<file path="config.mk">
export PLATFORM = sky130hd
export DESIGN_NAME = alu_ex_stage
export DESIGN_NICKNAME = d
export VERILOG_FILES = /design/src/rtl/alu_ex_stage.sv
export SDC_FILE = /design/constraint.sdc
export NUM_CORES = 1
export LEC_CHECK = 0
export CAP_MARGIN = 20
export CORE_ASPECT_RATIO = 1.5
export CORE_MARGIN = 5
export CORE_UTILIZATION = 25
export DETAILED_ROUTE_END_ITERATION = 8
export DONT_BUFFER_PORTS = 1
export PLACE_DENSITY_LB_ADDON = 0.2
export SLEW_MARGIN = 40
export SYNTH_ARGS = -nofsm -noshare
export SYNTH_HDL_FRONTEND = slang
export SYNTH_SLANG_ARGS = --single-unit
</file>
<file path="constraint.sdc">
create_clock -name clk -period 6.24 [get_ports clk]
set_clock_uncertainty 0.05 [all_clocks]
set_input_delay 0.936 -clock clk [delete_from_list [all_inputs] [get_ports clk]]
set_output_delay 0.936 -clock clk [all_outputs]
set_load 0.02 [all_outputs]
</file>
<file path="src/rtl/alu_ex_stage.sv">
// EX pipeline stage: forwarding muxes, ALU, and the EX/MEM pipeline register.
// The register honours reset > flush > stall > load, and a bubble clears every output.
module alu_ex_stage #(
    parameter int DATA_W = 32
) (
    input  logic              clk,
    input  logic              rst_n,
    input  logic              in_valid,
    input  logic [3:0]        alu_action,
    input  logic [DATA_W-1:0] rs_data,
    input  logic [DATA_W-1:0] rt_data,
    input  logic [DATA_W-1:0] imm,
    input  logic              alu_src,
    input  logic [1:0]        fwd_a,
    input  logic [1:0]        fwd_b,
    input  logic [DATA_W-1:0] wb_data,
    input  logic [4:0]        rd_in,
    input  logic              reg_write_in,
    input  logic              mem_read_in,
    input  logic              mem_write_in,
    input  logic              mem_to_reg_in,
    input  logic              branch_in,
    input  logic              stall,
    input  logic              flush,
    output logic              out_valid,
    output logic [DATA_W-1:0] alu_result,
    output logic              zero,
    output logic              overflow,
    output logic [DATA_W-1:0] store_data,
    output logic [4:0]        rd_out,
    output logic              reg_write,
    output logic              mem_read,
    output logic              mem_write,
    output logic              mem_to_reg,
    output logic              branch_taken
);

    localparam int MSB = DATA_W - 1;

    localparam logic [3:0] OP_AND = 4'b0000;
    localparam logic [3:0] OP_OR  = 4'b0001;
    localparam logic [3:0] OP_ADD = 4'b0010;
    localparam logic [3:0] OP_SUB = 4'b0110;
    localparam logic [3:0] OP_SLT = 4'b0111;
    localparam logic [3:0] OP_NOR = 4'b1100;

    logic              valid_reg;
    logic [DATA_W-1:0] result_reg;
    logic              zero_reg;
    logic              ovf_reg;
    logic [DATA_W-1:0] store_reg;
    logic [4:0]        rd_reg;
    logic              reg_write_reg;
    logic              mem_read_reg;
    logic              mem_write_reg;
    logic              mem_to_reg_reg;
    logic              taken_reg;

    logic [DATA_W-1:0] op_a;
    logic [DATA_W-1:0] op_b_fwd;
    logic [DATA_W-1:0] op_b;
    logic [DATA_W-1:0] bit_and;
    logic [DATA_W-1:0] bit_or;
    logic [DATA_W-1:0] sum;
    logic [DATA_W-1:0] diff;
    logic              slt_bit;
    logic              add_ovf;
    logic              sub_ovf;
    logic [DATA_W-1:0] result_next;
    logic              ovf_next;
    logic              zero_next;
    logic              bubble;

    // EX/MEM forwarding taps the registered result, so a held (stalled) result keeps forwarding.
    always_comb begin
        case (fwd_a)
            2'b10:   op_a = result_reg;
            2'b01:   op_a = wb_data;
            default: op_a = rs_data;
        endcase
        case (fwd_b)
            2'b10:   op_b_fwd = result_reg;
            2'b01:   op_b_fwd = wb_data;
            default: op_b_fwd = rt_data;
        endcase
    end

    assign op_b = alu_src ? imm : op_b_fwd;

    for (genvar gi = 0; gi < DATA_W; gi++) begin : g_bitwise
        assign bit_and[gi] = op_a[gi] & op_b[gi];
        assign bit_or[gi]  = op_a[gi] | op_b[gi];
    end

    assign sum     = op_a + op_b;
    assign diff    = op_a - op_b;
    assign slt_bit = $signed(op_a) < $signed(op_b);
    // Signed overflow: result sign disagrees with what the operand signs allow.
    assign add_ovf = (op_a[MSB] == op_b[MSB]) && (sum[MSB] != op_a[MSB]);
    assign sub_ovf = (op_a[MSB] != op_b[MSB]) && (diff[MSB] != op_a[MSB]);

    always_comb begin
        result_next = '0;
        ovf_next    = 1'b0;
        case (alu_action)
            OP_AND: result_next = bit_and;
            OP_OR:  result_next = bit_or;
            OP_ADD: begin
                result_next = sum;
                ovf_next    = add_ovf;
            end
            OP_SUB: begin
                result_next = diff;
                ovf_next    = sub_ovf;
            end
            OP_SLT: result_next = {{(DATA_W-1){1'b0}}, slt_bit};
            OP_NOR: result_next = ~bit_or;
            default: begin
                result_next = '0;
                ovf_next    = 1'b0;
            end
        endcase
    end

    assign zero_next = (result_next == '0);
    assign bubble    = flush || (!stall && !in_valid);

    always_ff @(posedge clk) begin
        if (!rst_n || bubble) begin
            valid_reg      <= 1'b0;
            result_reg     <= '0;
            zero_reg       <= 1'b0;
            ovf_reg        <= 1'b0;
            store_reg      <= '0;
            rd_reg         <= '0;
            reg_write_reg  <= 1'b0;
            mem_read_reg   <= 1'b0;
            mem_write_reg  <= 1'b0;
            mem_to_reg_reg <= 1'b0;
            taken_reg      <= 1'b0;
        end else if (!stall) begin
            valid_reg      <= 1'b1;
            result_reg     <= result_next;
            zero_reg       <= zero_next;
            ovf_reg        <= ovf_next;
            store_reg      <= op_b_fwd;
            rd_reg         <= rd_in;
            reg_write_reg  <= reg_write_in;
            mem_read_reg   <= mem_read_in;
            mem_write_reg  <= mem_write_in;
            mem_to_reg_reg <= mem_to_reg_in;
            taken_reg      <= branch_in && zero_next;
        end
    end

    assign out_valid    = valid_reg;
    assign alu_result   = result_reg;
    assign zero         = zero_reg;
    assign overflow     = ovf_reg;
    assign store_data   = store_reg;
    assign rd_out       = rd_reg;
    assign reg_write    = reg_write_reg;
    assign mem_read     = mem_read_reg;
    assign mem_write    = mem_write_reg;
    assign mem_to_reg   = mem_to_reg_reg;
    assign branch_taken = taken_reg;

endmodule

</file>
# After elaboration in Yosys (flattened, before gate mapping)

Cells that the tools add are included.
W data, S select, Z words.

Add/subtract/negate cells: 2
Order comparisons: 1
Equality and inequality tests: 13
Mux-type cells: 5
Bitwise operators: 65
Reductions and logical operators: 11

Operators by type and width:

| cell                 | count |
|---|---|
| $pmux W32 S6         | 1 |
| $pmux W32 S2         | 2 |
| $add A32 B32 Y32     | 1 |
| $and A1 B1 Y1        | 32 |
| $logic_not A32 Y1    | 1 |
| $lt A32 B32 Y1       | 1 |
| $mux W32             | 1 |
| $not A32 Y32         | 1 |
| $or A1 B1 Y1         | 32 |
| $sub A32 B32 Y32     | 1 |
| $eq A4 B3 Y1 const B | 2 |
| $eq A2 B1 Y1 const B | 2 |
| $eq A2 B2 Y1 const B | 2 |
| $eq A4 B1 Y1 const B | 1 |
| $eq A4 B2 Y1 const B | 1 |
| $eq A4 B4 Y1 const B | 1 |
| $logic_and A1 B1 Y1  | 4 |
| $logic_not A4 Y1     | 1 |
| $logic_not A1 Y1     | 3 |
| $ne A1 B1 Y1         | 3 |
| $logic_or A1 B1 Y1   | 2 |
| $pmux W1 S2          | 1 |
| $eq A1 B1 Y1         | 1 |

Register bits: 77
Bits of input ports: 152
Word-level logic and storage cells: 108

# Depth between registers and ports, before layout

Word-level depth: 8
Depth in mapped cells: 19
Gate-level depth less buffers: 18

# Worst setup path before layout

OpenSTA, ideal clock, no wires.

Path type: in2reg
From: in fwd_b[0]
To: reg taken_reg (netlist: branch_taken)
Setup time: 0.084 ns
Arrival: 4.811 ns
Required time: 6.106 ns
Path slack: 1.294 ns
Cell stages on the path: 19
Buffers on the path: 2
Cell sequence: inv_1 -> ha_1 -> buf_4 -> clkbuf_1 -> nor2_1 -> a21oi_1 -> o21ai_0 -> ha_1 -> fa_1 -> nor2_1 -> o311ai_0 -> a2bb2oi_2 -> a211oi_1 -> or4_1 -> a21oi_2 -> o2111ai_1 -> nor4_1 -> nand4_1 -> o31ai_2

Word-level cells in the longest chain between the ends: 8
Elaborated cells between the ends (all ways): 75
Those cells by class: add/sub: 2; order compare: 1; eq/ne: 2; mux: 3; bitwise: 65; reduce/logical: 2

Ends and longest elaborated chain:

| what                                                     | RTL line | RTL |
|---|---|---|
| from (decl)                                              | 15       | `input logic [1:0] fwd_b,` |
| $eq A2 B1 Y1 or $eq A2 B2 Y1 (tied branches)             | 81       | `case (fwd_b)` |
| $pmux W32 S2 (*)                                         | 81       |  |
| $mux W32 (*)                                             | 88       | `assign op_b = alu_src ? imm : op_b_fwd;` |
| branches (longest 2 deep; another with $sub A32 B32 Y32) | -        |  |
| $pmux W32 S6 (*)                                         | 105      | `case (alu_action)` |
| $logic_not A32 Y1 (*)                                    | 125      | `assign zero_next = (result_next == '0);` |
| $logic_and A1 B1 Y1 (*)                                  | 152      | `taken_reg <= branch_in && zero_next;` |
| to (signal assigned)                                     | 152      |  |
| to (decl)                                                | 57       | `logic taken_reg;` |

Every way passes the cells marked *.
A chain may end at the register's enable or synchronous reset.

# Final worst setup path

From: in fwd_b[1]
To: reg taken_reg (netlist: branch_taken)

Same word-level chain as after synthesis.

==> out/metrics.yaml <==
global_route:
  use_met3: 0.04231
  grt_use_total: 0.2182
  top_usage_layer: "met2"
  grt_antenna_before_repair: 1
  grtUsageMet2: 0.3942
  grt_start_max_net_pins: 107
  grt_use_met1: 0.2524
  grt_pass1_vias: 11660
  grt_pass1_wl_um: 76910
  grt_overflow: 0
power_and_ir_drop:
  power_density_nw_per_um2: 208.0
  p_int_mw: 1.245
  switchingPower_mw: 1.136
  vdd_drop_max_v: 0.0001630
  p_leak_nw: 4.491
  fin_total_pwr_mw: 2.381
  power_frac_seq: 0.226
  swShare: 0.4772
  p_comb_frac: 0.529
  p_clk_frac: 0.244
sta:
  hold_violations: 0
  period_share: 0.8949
  tightestPinTransition_ps: 875.8
  slew_headroom: 0.4161
  min_period_ps: 5584
  fmax_mhz: 179.1
  rsz0062_at_grt: "false"
  setup_viol: 0
  setup_tns_ps: 0
  final_max_slew_viol_count: 0
die:
  die_area_um2: 46360
  die_y_um: 261.2
  initial_core_util: 0.2517
  coreArea_um2: 41790
  die_w_um: 177.5
  std_cell_rows: 92
  num_io_pins: 229
cts:
  clockRootBuffer: "clkbuf_16"
  cts_resized: 0
  cts_tree: "done"
  cts_buffers: 9
  postCtsSetupBuffers: 0
  cts.clk_slew.worst_paths_ps: 70
  clk_latency_ps: 380
  clock_sinks: 77
  clock_path_buffers: 2
  cts_hold_buf: 0
  htreeDepth: 3
cells_and_area:
  seqCellArea_um2: 1541
  drive_above_1_share: 0.06978
  fin_cells: 2041
  final_cell_area_um2: 11450
  multi_input_area_um2: 8160
  fill_cells: 4707
  area_growth_pct: 8.851
  final_nets: 1729
  final_util: 0.2740
yosys:
  synth_top_area_frac: 0.1466
  ys_ff_latch: 77
  synth-async-reset-ratio: 0
  synth.avg_cell_area_um2: 6.870
  synth_enable_flop_cells: 0
  synth_most_common_cell: "nor2_1"
  netlist_area_um2: 10520
  syn_nets: 1789
  ys_seq_area_frac: 0.1466
  netlist_instances: 1531
  yosys.area.top_type: "dfxtp_1"
  synth_common_cells: "nor2_1 (197), a21oi_1 (159), nand2_1 (138)"
  ys.flop_type: "dfxtp_1"
  synthTopCellsByArea: "dfxtp_1 (15%), ha_1 (12%), a21oi_1 (7.6%), nor2_1 (7.0%), a22oi_1 (5.9%)"
  yosys_warnings: 0
  synth_cell_types: 99
run_status:
  status: "completed"
worst_setup_path:
  critPathMaxFanout: 13
  startpoint_type: "input pin"
  r2r_setup_slack_ps: 1170
  r2r_cells: 17
  slowest_stage: "or4_1"
  end_kind: "register"
  worstSetupPathType: "input pin to register"
  path_cells: "inv_1 > ha_1 > a22oi_1 > nor2_1 > a21oi_1 > o21ai_0 > ha_1 > fa_1 > nor2_1 > o311ai_0 > a2bb2oi_2 > a211oi_1 > or4_1 > a21oi_2 > o2111ai_1 > nor4_1 > nand4_1 > o31ai_2"
  critPathBufInv: 1
  required_ps: 6480
  slowest_delay_ps: 570
  rr_startpoint: "alu_result[0]"
  cp_top_family: "compound AO/OA/AOI/OAI gates"
  rr_endpoint: "branch_taken"
  crit_arrival_ps: 5830
worst_hold_path:
  hp-class: "register to register"
  min_path_cells: 2
  hold_end: "alu_result[15]"
  hp-start: "alu_result[15]"
routing:
  viasPerCell: 5.802
  drtIter0Drc: 984
  drt_pass1_iterations: 6
  vias: 11840
  wire_per_inst_um: 25.72
  ant_nets: 0
  drc: 0
  drt_wl_total_um: 52490
job:
  cap_violations: 0
placed_design:
  routabilityCongestion: 0.9404
  place_area_um2: 11120
  port_buffers: 0
  hpwlAfterDp_um: 41420
  dp_cells: 2023
## tightest hold or removal path: stages, from the launching register on
cell	delay, ps
dfxtp_1	400
nand2_1	100
a21oi_1	50
## worst max-delay path by stage
| stage | depth (start not counted) | from | slack (ps) | endpoint |
|---|---|---|---|---|
| after floorplan | 19 | fwd_b[0] | 1290 | branch_taken |
| after global placement | 17 | fwd_b[1] | 480 | branch_taken |
| after detailed placement | 17 | fwd_b[0] | 350 | branch_taken |
| after CTS | 16 | fwd_b[1] | 740 | branch_taken |
| after global routing | 19 | fwd_b[1] | 370 | branch_taken |
| final | 18 | fwd_b[1] | 660 | branch_taken |
## power by group through the flow
stage	combinational (mW)	clock (mW)	sequential [mW]
after floorplan	0.867	0	0.543
after global placement	1.23	0	0.550
after detailed placement	1.23	0	0.550
after CTS	1.24	0.596	0.539
after global routing	1.36	0.615	0.540
final	1.26	0.582	0.539
## layer usage
layer / vias up / share of wire
li1: 5489 / -
met1: 5727 / 0.39
met2: 530 / 0.51
met3: 95 / 0.063
met4: 0 / 0.036
met5: - / 0
## per-stage QoR
stage	setup slack, ps	hold slack [ps]
floorplan	1294	504.8
global placement	476.4	538.5
detailed placement	353.3	542.9
CTS	741.9	552.7
global route	366.5	582.0
finish	656.1	558.7
## logic make-up after synthesis
| group | after synthesis | synth area share |
|---|---|---|
| compound gates | 584 | 0.3850 |
| xor+xnor | 11 | 0.009160 |
| fa+ha+maj | 106 | 0.1275 |
| buf+inv | 220 | 0.08208 |
| flops | 77 | 0.1466 |
| mux | 19 | 0.01808 |
| simple gates | 514 | 0.2316 |
## layout make-up
class | count | share of cell area
Antenna cell | 1 | 0.0002186
Clock buffer | 9 | 0.01967
Clock inverter | 7 | 0.006995
Inverter | 106 | 0.03475
Multi-Input combinational cell | 1234 | 0.7128
Sequential cell | 77 | 0.1346
Tap cell | 564 | 0.06164
Timing Repair Buffer | 43 | 0.02929
## cells in the final DEF (no fill, tap or decap), types with 19 or more instances in the layout
master      n
o21a_1     35
a22oi_1    82
dfxtp_1    77
a21oi_1   159
nand2_1   138
mux2i_1    19
o21ai_0    89
nor2_1    197
ha_1      102
inv_1     104
nor3_1     22
nand3_1    29
buf_4      42
a211oi_1   22
(Power assumes the default switching activity.)
